## src/rtl/sequenceur_de.sv

```systemverilog
// Dice-roller controller: debounced buttons, die selection, roll sequencing (scramble, slow-down, latched result).
// Latency: a press is seen 2 sync + DEB_CYCLES + 1 cycles after the edge; no backpressure, outputs registered except min_de/max_de.
module sequenceur_de #(
    parameter int DEB_CYCLES      = 500000,
    parameter int MIN_ROLL_CYCLES = 25000000,
    parameter int PERIODE_AFF     = 2500000,
    parameter int SETTLE_STEPS    = 4
) (
    input  logic       clk,
    input  logic       rst,
    input  logic       suivant_n,
    input  logic       lancer_n,
    output logic [2:0] sel_idx,
    output logic [6:0] min_de,
    output logic [6:0] max_de,
    output logic [6:0] valeur,
    output logic       res_valide,
    output logic       en_cours
);

    localparam int CW = $clog2(DEB_CYCLES + 1);
    localparam int TW = $clog2((PERIODE_AFF << SETTLE_STEPS) + 1);
    localparam int DW = $clog2(MIN_ROLL_CYCLES + 1);
    localparam logic [CW-1:0] DEB_LAST    = CW'(DEB_CYCLES - 1);
    localparam logic [DW-1:0] DUR_MAX     = DW'(MIN_ROLL_CYCLES);
    localparam logic [3:0]    SETTLE_LAST = 4'(SETTLE_STEPS);

    typedef enum logic [1:0] {ATTENTE, ROULE, RALENTI, AFFICHE} etat_t;

    // Index 0 = suivant, index 1 = lancer.
    logic [1:0]    sync1, sync2, deb, press;
    logic [CW-1:0] deb_cnt [2];

    always_ff @(posedge clk) begin
        if (rst) begin
            sync1      <= 2'b11;
            sync2      <= 2'b11;
            deb        <= 2'b11;
            press      <= 2'b00;
            deb_cnt[0] <= '0;
            deb_cnt[1] <= '0;
        end else begin
            sync1 <= {lancer_n, suivant_n};
            sync2 <= sync1;
            for (int i = 0; i < 2; i++) begin
                press[i] <= 1'b0;
                if (sync2[i] == deb[i]) begin
                    deb_cnt[i] <= '0;
                end else if (deb_cnt[i] == DEB_LAST) begin
                    deb[i]     <= sync2[i];
                    deb_cnt[i] <= '0;
                    press[i]   <= deb[i];   // pulse only on the 1 -> 0 (press) edge
                end else begin
                    deb_cnt[i] <= deb_cnt[i] + 1'b1;
                end
            end
        end
    end

    logic p_suiv, p_lanc, lanc_relache;
    assign p_suiv       = press[0];
    assign p_lanc       = press[1];
    assign lanc_relache = deb[1];

    assign min_de = 7'd1;
    always_comb begin
        case (sel_idx)
            3'd0:    max_de = 7'd4;
            3'd1:    max_de = 7'd6;
            3'd2:    max_de = 7'd8;
            3'd3:    max_de = 7'd10;
            3'd4:    max_de = 7'd12;
            3'd5:    max_de = 7'd20;
            3'd6:    max_de = 7'd100;
            default: max_de = 7'd4;
        endcase
    end

    etat_t         etat, etat_n;
    logic [2:0]    sel_n, sel_plus;
    logic [6:0]    val_n, face, face_n;
    logic          res_n, en_n;
    logic [TW-1:0] tick, tick_n, tick_sat, tick_lim;
    logic [DW-1:0] dur, dur_n, dur_sat;
    logic [3:0]    step, step_n;

    assign sel_plus = (sel_idx == 3'd6) ? 3'd0 : sel_idx + 3'd1;
    assign tick_sat = (&tick) ? tick : tick + 1'b1;
    assign dur_sat  = (dur == DUR_MAX) ? dur : dur + 1'b1;
    // step is 0 in ROULE, k in RALENTI, so one limit serves both phases.
    assign tick_lim = TW'((PERIODE_AFF << step) - 1);

    always_comb begin
        etat_n = etat;
        sel_n  = sel_idx;
        val_n  = valeur;
        res_n  = res_valide;
        tick_n = tick;
        dur_n  = dur;
        step_n = step;
        case (etat)
            ATTENTE: begin
                val_n = '0;
                if (p_lanc) begin
                    etat_n = ROULE;
                    tick_n = '0;
                    dur_n  = '0;
                    step_n = '0;
                end else if (p_suiv) begin
                    sel_n = sel_plus;
                end
            end
            ROULE: begin
                tick_n = tick_sat;
                dur_n  = dur_sat;
                if (tick == tick_lim) begin
                    val_n  = face;
                    tick_n = '0;
                end
                if (dur >= DUR_MAX && lanc_relache) begin
                    etat_n = RALENTI;
                    tick_n = '0;
                    step_n = 4'd1;
                end
            end
            RALENTI: begin
                tick_n = tick_sat;
                if (tick == tick_lim) begin
                    val_n  = face;
                    tick_n = '0;
                    if (step == SETTLE_LAST) begin
                        etat_n = AFFICHE;
                        res_n  = 1'b1;
                    end else begin
                        step_n = step + 4'd1;
                    end
                end
            end
            AFFICHE: begin
                if (p_lanc) begin
                    etat_n = ROULE;
                    res_n  = 1'b0;
                    tick_n = '0;
                    dur_n  = '0;
                    step_n = '0;
                end else if (p_suiv) begin
                    etat_n = ATTENTE;
                    sel_n  = sel_plus;
                    val_n  = '0;
                    res_n  = 1'b0;
                end
            end
            default: etat_n = ATTENTE;
        endcase
        en_n = (etat_n == ROULE) || (etat_n == RALENTI);
        if (sel_n != sel_idx)    face_n = 7'd1;
        else if (face >= max_de) face_n = 7'd1;
        else                     face_n = face + 7'd1;
    end

    always_ff @(posedge clk) begin
        if (rst) begin
            etat       <= ATTENTE;
            sel_idx    <= '0;
            valeur     <= '0;
            res_valide <= 1'b0;
            en_cours   <= 1'b0;
            tick       <= '0;
            dur        <= '0;
            step       <= '0;
            face       <= 7'd1;
        end else begin
            etat       <= etat_n;
            sel_idx    <= sel_n;
            valeur     <= val_n;
            res_valide <= res_n;
            en_cours   <= en_n;
            tick       <= tick_n;
            dur        <= dur_n;
            step       <= step_n;
            face       <= face_n;
        end
    end

endmodule
```

## config.mk

```make
export PLATFORM = sky130hd
export DESIGN_NAME = sequenceur_de
export DESIGN_NICKNAME = d
export VERILOG_FILES = /design/src/rtl/sequenceur_de.sv
export SDC_FILE = /design/constraint.sdc
export NUM_CORES = 1
export LEC_CHECK = 0
export ABC_AREA = 1
export BUFFER_PORTS_ARGS = -buffer_cell sky130_fd_sc_hd__buf_2
export CELL_PAD_IN_SITES_DETAIL_PLACEMENT = 1
export CELL_PAD_IN_SITES_GLOBAL_PLACEMENT = 1
export CORE_ASPECT_RATIO = 1.2
export CORE_MARGIN = 1.5
export CORE_UTILIZATION = 46
export CTS_CLUSTER_SIZE = 8
export DETAILED_ROUTE_END_ITERATION = 8
export HOLD_SLACK_MARGIN = 0.08
export PLACE_DENSITY_LB_ADDON = 0.1
export SLEW_MARGIN = 10
export SYNTH_ARGS = -nofsm -noshare
export SYNTH_HDL_FRONTEND = slang
export SYNTH_SLANG_ARGS = --single-unit
```

## constraint.sdc

```tcl
create_clock -name clk -period 3.14 [get_ports clk]
set_input_delay 0.157 -clock clk [delete_from_list [all_inputs] [get_ports clk]]
set_output_delay 0.157 -clock clk [all_outputs]
set_load 0.01 [all_outputs]
```

==> results.tsv <==
stage	metric	value	unit
min_path	Hold Path Sink	sync2[1]	
final_layout	Fillers	2401	
logic_synthesis	Ys Warns	0	
worst_setup_path	worst path cell trace	buf_4 -> ha_1 -> nand3_2 -> ha_1 -> inv_1 -> nand2_1 -> nand2_1 -> nand2_1 -> nand2_1 -> nand2_1 -> nor4_2 -> nand3_2 -> o21ai_2 -> nand2_1 -> o21ai_1 -> a21oi_1	
worst_setup_path	Critical R2R Launch	step[0]	
final_layout	Total Nets Final	1301	
worst_setup_path	reg2reg end	step[0]	
placed_design	GP Congestion	0.956	
worst_setup_path	CP max FO	7	
worst_setup_path	critical path required time	3.44	ns
worst_setup_path	Bufs and invs on worst path	2	
route	Routed WL per cell	16.0	µm
final_layout	synthesis-to-finish area growth	12.9	%
pwr	static leakage	3.78	nW
floorplan	chip width	125	µm
worst_setup_path	CP arrival	3.17	ns
floorplan	Die ar.	18800	µm²
logic_synthesis	Cells after Synth	1214	
clock_network	# clock sinks	122	
logic_synthesis	share of the synthesized area in the top cell type	20.3	%
clock_network	CTS tree	built	
worst_setup_path	cell family with most CP delay	simple AND/OR/NAND/NOR gates	
route	Post-Route WL	24100	µm
route	DR iter-0 viols	277	
sta	Hold WS	0.422	ns
worst_setup_path	Critical-path top delay cell	dfxtp_1	
sta	Slew @ Worst Pin	0.791	ns
floorplan	number of placed I/O pins	30	
worst_setup_path	Crit. End Element	flop	
global_routing	met2 usage	49.5	%
sta	Slew Viols, Final	0	
logic_synthesis	Seq/Total Area, Yosys	34.1	%
worst_setup_path	worst-case reg-to-reg path depth	16	
logic_synthesis	Netlist cell types	45	
logic_synthesis	post-synthesis register bit count	122	
route	Antenna Nets Post-Route	0	
floorplan	core region area	17600	µm²
global_routing	total grt overflow	0	
worst_setup_path	CP startpoint kind	flop	
min_path	HP Class	flop to flop	
final_layout	fraction of layout cells with a size suffix above 1	9.48	%
sta	Peak Freq	348	MHz
sta	Relative slew margins	46.7	%
sta	Hold Fails Final Rpt	0	
worst_setup_path	Crit path top cell by count	nand2_1	
min_path	Hold Crit Start	sync1[1]	
logic_synthesis	Avg Cell Area, Syn	6.81	µm²
pwr	Pwr Density	607	nW/µm²
worst_setup_path	Worst path depth	16	
placed_design	HPWL after DPL	18200	µm
final_layout	Finished Core Util	53.1	%
logic_synthesis	dominant cells by area after synthesis	dfxtp_1, edfxtp_1, nand2_1, nor2_1, inv_1	
floorplan	# rows	53	
min_path	Hold Path Depth	1	
sta	Clock Skews	0.00835	ns
global_routing	vias in the first global route	8338	
floorplan	Initial Util	47.1	%
sta	final worst-path cycle share	91.5	%
global_routing	first-pass GRT wire length	40200	µm
logic_synthesis	Primary FF master, synth	dfxtp_1	
clock_network	H-tree depth	4	
route	drt pass-1 iters	4	
floorplan	die height	150	µm
clock_network	worst skew pair latency	0.42	ns
logic_synthesis	Yosys top cell by area	dfxtp_1	
pwr	Max IR drop VDD	426	µV
clock_network	cts bufs inserted	17	
global_routing	largest net degree at the start of global routing	39	
worst_setup_path	critical path type	flop to flop	
logic_synthesis	synthesized area	8270	µm²
flow_run	max-cap viol count	0	
placed_design	number of port buffers	21	
run_status	run status	completed	
global_routing	GRT Overall Usage	26.5	%
global_routing	Most Used Layer, Global Route	met2	
route	final routed DRC violation total	0	
sta	final worst path period need	2.87	ns
route	via-per-instance ratio	5.33	
clock_network	Clock Tree Root	clkbuf_16	
sta	Setup violations, final	0	
worst_setup_path	Slowest Stage Delay on Critical Path	0.36	ns
logic_synthesis	number of synthesized flops with an enable pin	38	
clock_network	CTS Buffer Depth	2	
worst_setup_path	r2r setup slk	0.27	ns
route	via count	8044	
logic_synthesis	FFs w/ async S/R, synth	0	%
global_routing	initial antenna violation count	1	
global_routing	met3 layer usage reported by global route	3.40	%
clock_network	CTS clk-pin slew, worst paths	0.05	ns
global_routing	GR met1 Demand/Resource	29.3	%
-- worst max path at each step --
| stage | end | from | slack [ns] |
|---|---|---|---|
| floorplan | valeur[4] | step[0] | 0.56 |
| global placement | valeur[1] | step[0] | 0.19 |
| detailed placement | valeur[1] | step[0] | 0.08 |
| CTS | valeur[1] | step[0] | 0.04 |
| global route | tick[19] | step[0] | -0.02 |
| finish | step[0] | step[0] | 0.27 |
-- flip-flops by register name (all words and copies together) (netlist names) --
register,count
step,4
tick,26
en_cours,1
sync1,2
sel_idx,3
press,2
deb,2
face,7
deb_cnt,38
res_valide,1
etat,2
sync2,2
valeur,7
dur,25
-- worst reg2reg max path, stage by stage, from the launching register on --
cell     delay, ns
dfxtp_1       0.36
buf_4         0.18
ha_1          0.23
nand3_2       0.13
ha_1          0.24
inv_1         0.14
nand2_1       0.11
nand2_1       0.07
nand2_1       0.05
nand2_1       0.08
nand2_1       0.07
nor4_2        0.24
nand3_2       0.19
o21ai_2       0.27
nand2_1       0.17
o21ai_1       0.15
a21oi_1       0.07
-- cell usage after synthesis, drive strengths merged, types with 3 or more instances --
cell      n
xor2     33
edfxtp   38
nand4    29
clkinv    3
clkbuf   21
o21ai    45
a21oi    77
o211ai    3
dfxtp    84
buf      19
inv     140
xnor2    14
nand2   311
nand3b    8
nor4     26
ha       23
a31oi     7
nand3    99
nor3     37
nor2    160
a211oi    3
nor3b    10
or2       9
o21a      5
and3      3
-- through the flow --
stage | instance area [µm²] | instances | total power, mW | setup WS, ns | TNS, ns
final | 9340 | 1508 | 5.66 | 0.266 | 0
after global routing | 9340 | 1507 | 6.00 | -0.0213 | -0.0760
after CTS | 9310 | 1507 | 5.67 | 0.0415 | 0
after detailed placement | 8670 | 1472 | 3.60 | 0.0754 | 0
after global placement | 8670 | 1472 | 3.55 | 0.189 | 0
after floorplan | 8440 | 1258 | 3.12 | 0.561 | 0
-- power breakdown --
group / switching, mW / internal [mW]
logic: 1.17 / 0.525
clock network: 0.755 / 1.30
registers: 0.149 / 1.77
total: 2.07 / 3.59
-- cell families (layout without fill, tap and decap cells) --
family / Yosys count / after routing / synth area share (%)
AND/OR/NAND/NOR: 692 / 692 / 38.2
buffers and inverters: 183 / 212 / 9.62
other: 2 / 47 / 0.0908
AO/OA/AOI/OAI: 145 / 145 / 9.45
XOR/XNOR: 47 / 47 / 5.07
flip-flops: 122 / 122 / 34.1
adder cells (fa/ha/maj): 23 / 23 / 3.48
-- layer usage --
metal | wire length, µm | up-vias
li1 | - | 4056
met1 | 10100 | 3838
met2 | 12700 | 97
met3 | 389 | 53
met4 | 943 | 0
met5 | 0 | -
-- area by class of cell --
cell class	count	area [µm²]	area share, %
clock inverter	9	139	1.49
multi-input combinational	953	4850	51.9
clock buffer	23	468	5.01
inverter	143	552	5.91
tap	220	275	2.95
sequential	122	2820	30.2
antenna	1	2.50	0.0268
timing repair buffer	37	233	2.49
-- layout by cell type (no fill, tap or decap), types with 25 or more instances in the layout --
cell | netlist | layout
nor3_1 | 37 | 37
xor2_1 | 33 | 33
nand2_1 | 290 | 290
a21oi_1 | 77 | 77
nand3_1 | 87 | 87
edfxtp_1 | 38 | 38
dfxtp_1 | 84 | 84
o21ai_0 | 40 | 39
inv_1 | 135 | 134
nor4_1 | 26 | 25
conb_1 | 2 | 46
nand4_1 | 29 | 29
nor2_1 | 153 | 152
-- repair_timing --
action,CTS,global route
hold buffers,3,0
gates resized for setup,0,10
hold endpoints to repair,3,0
endpoints found under the setup margin,0,34
buffers inserted,0,0
Power figures use the tool's default switching activity.
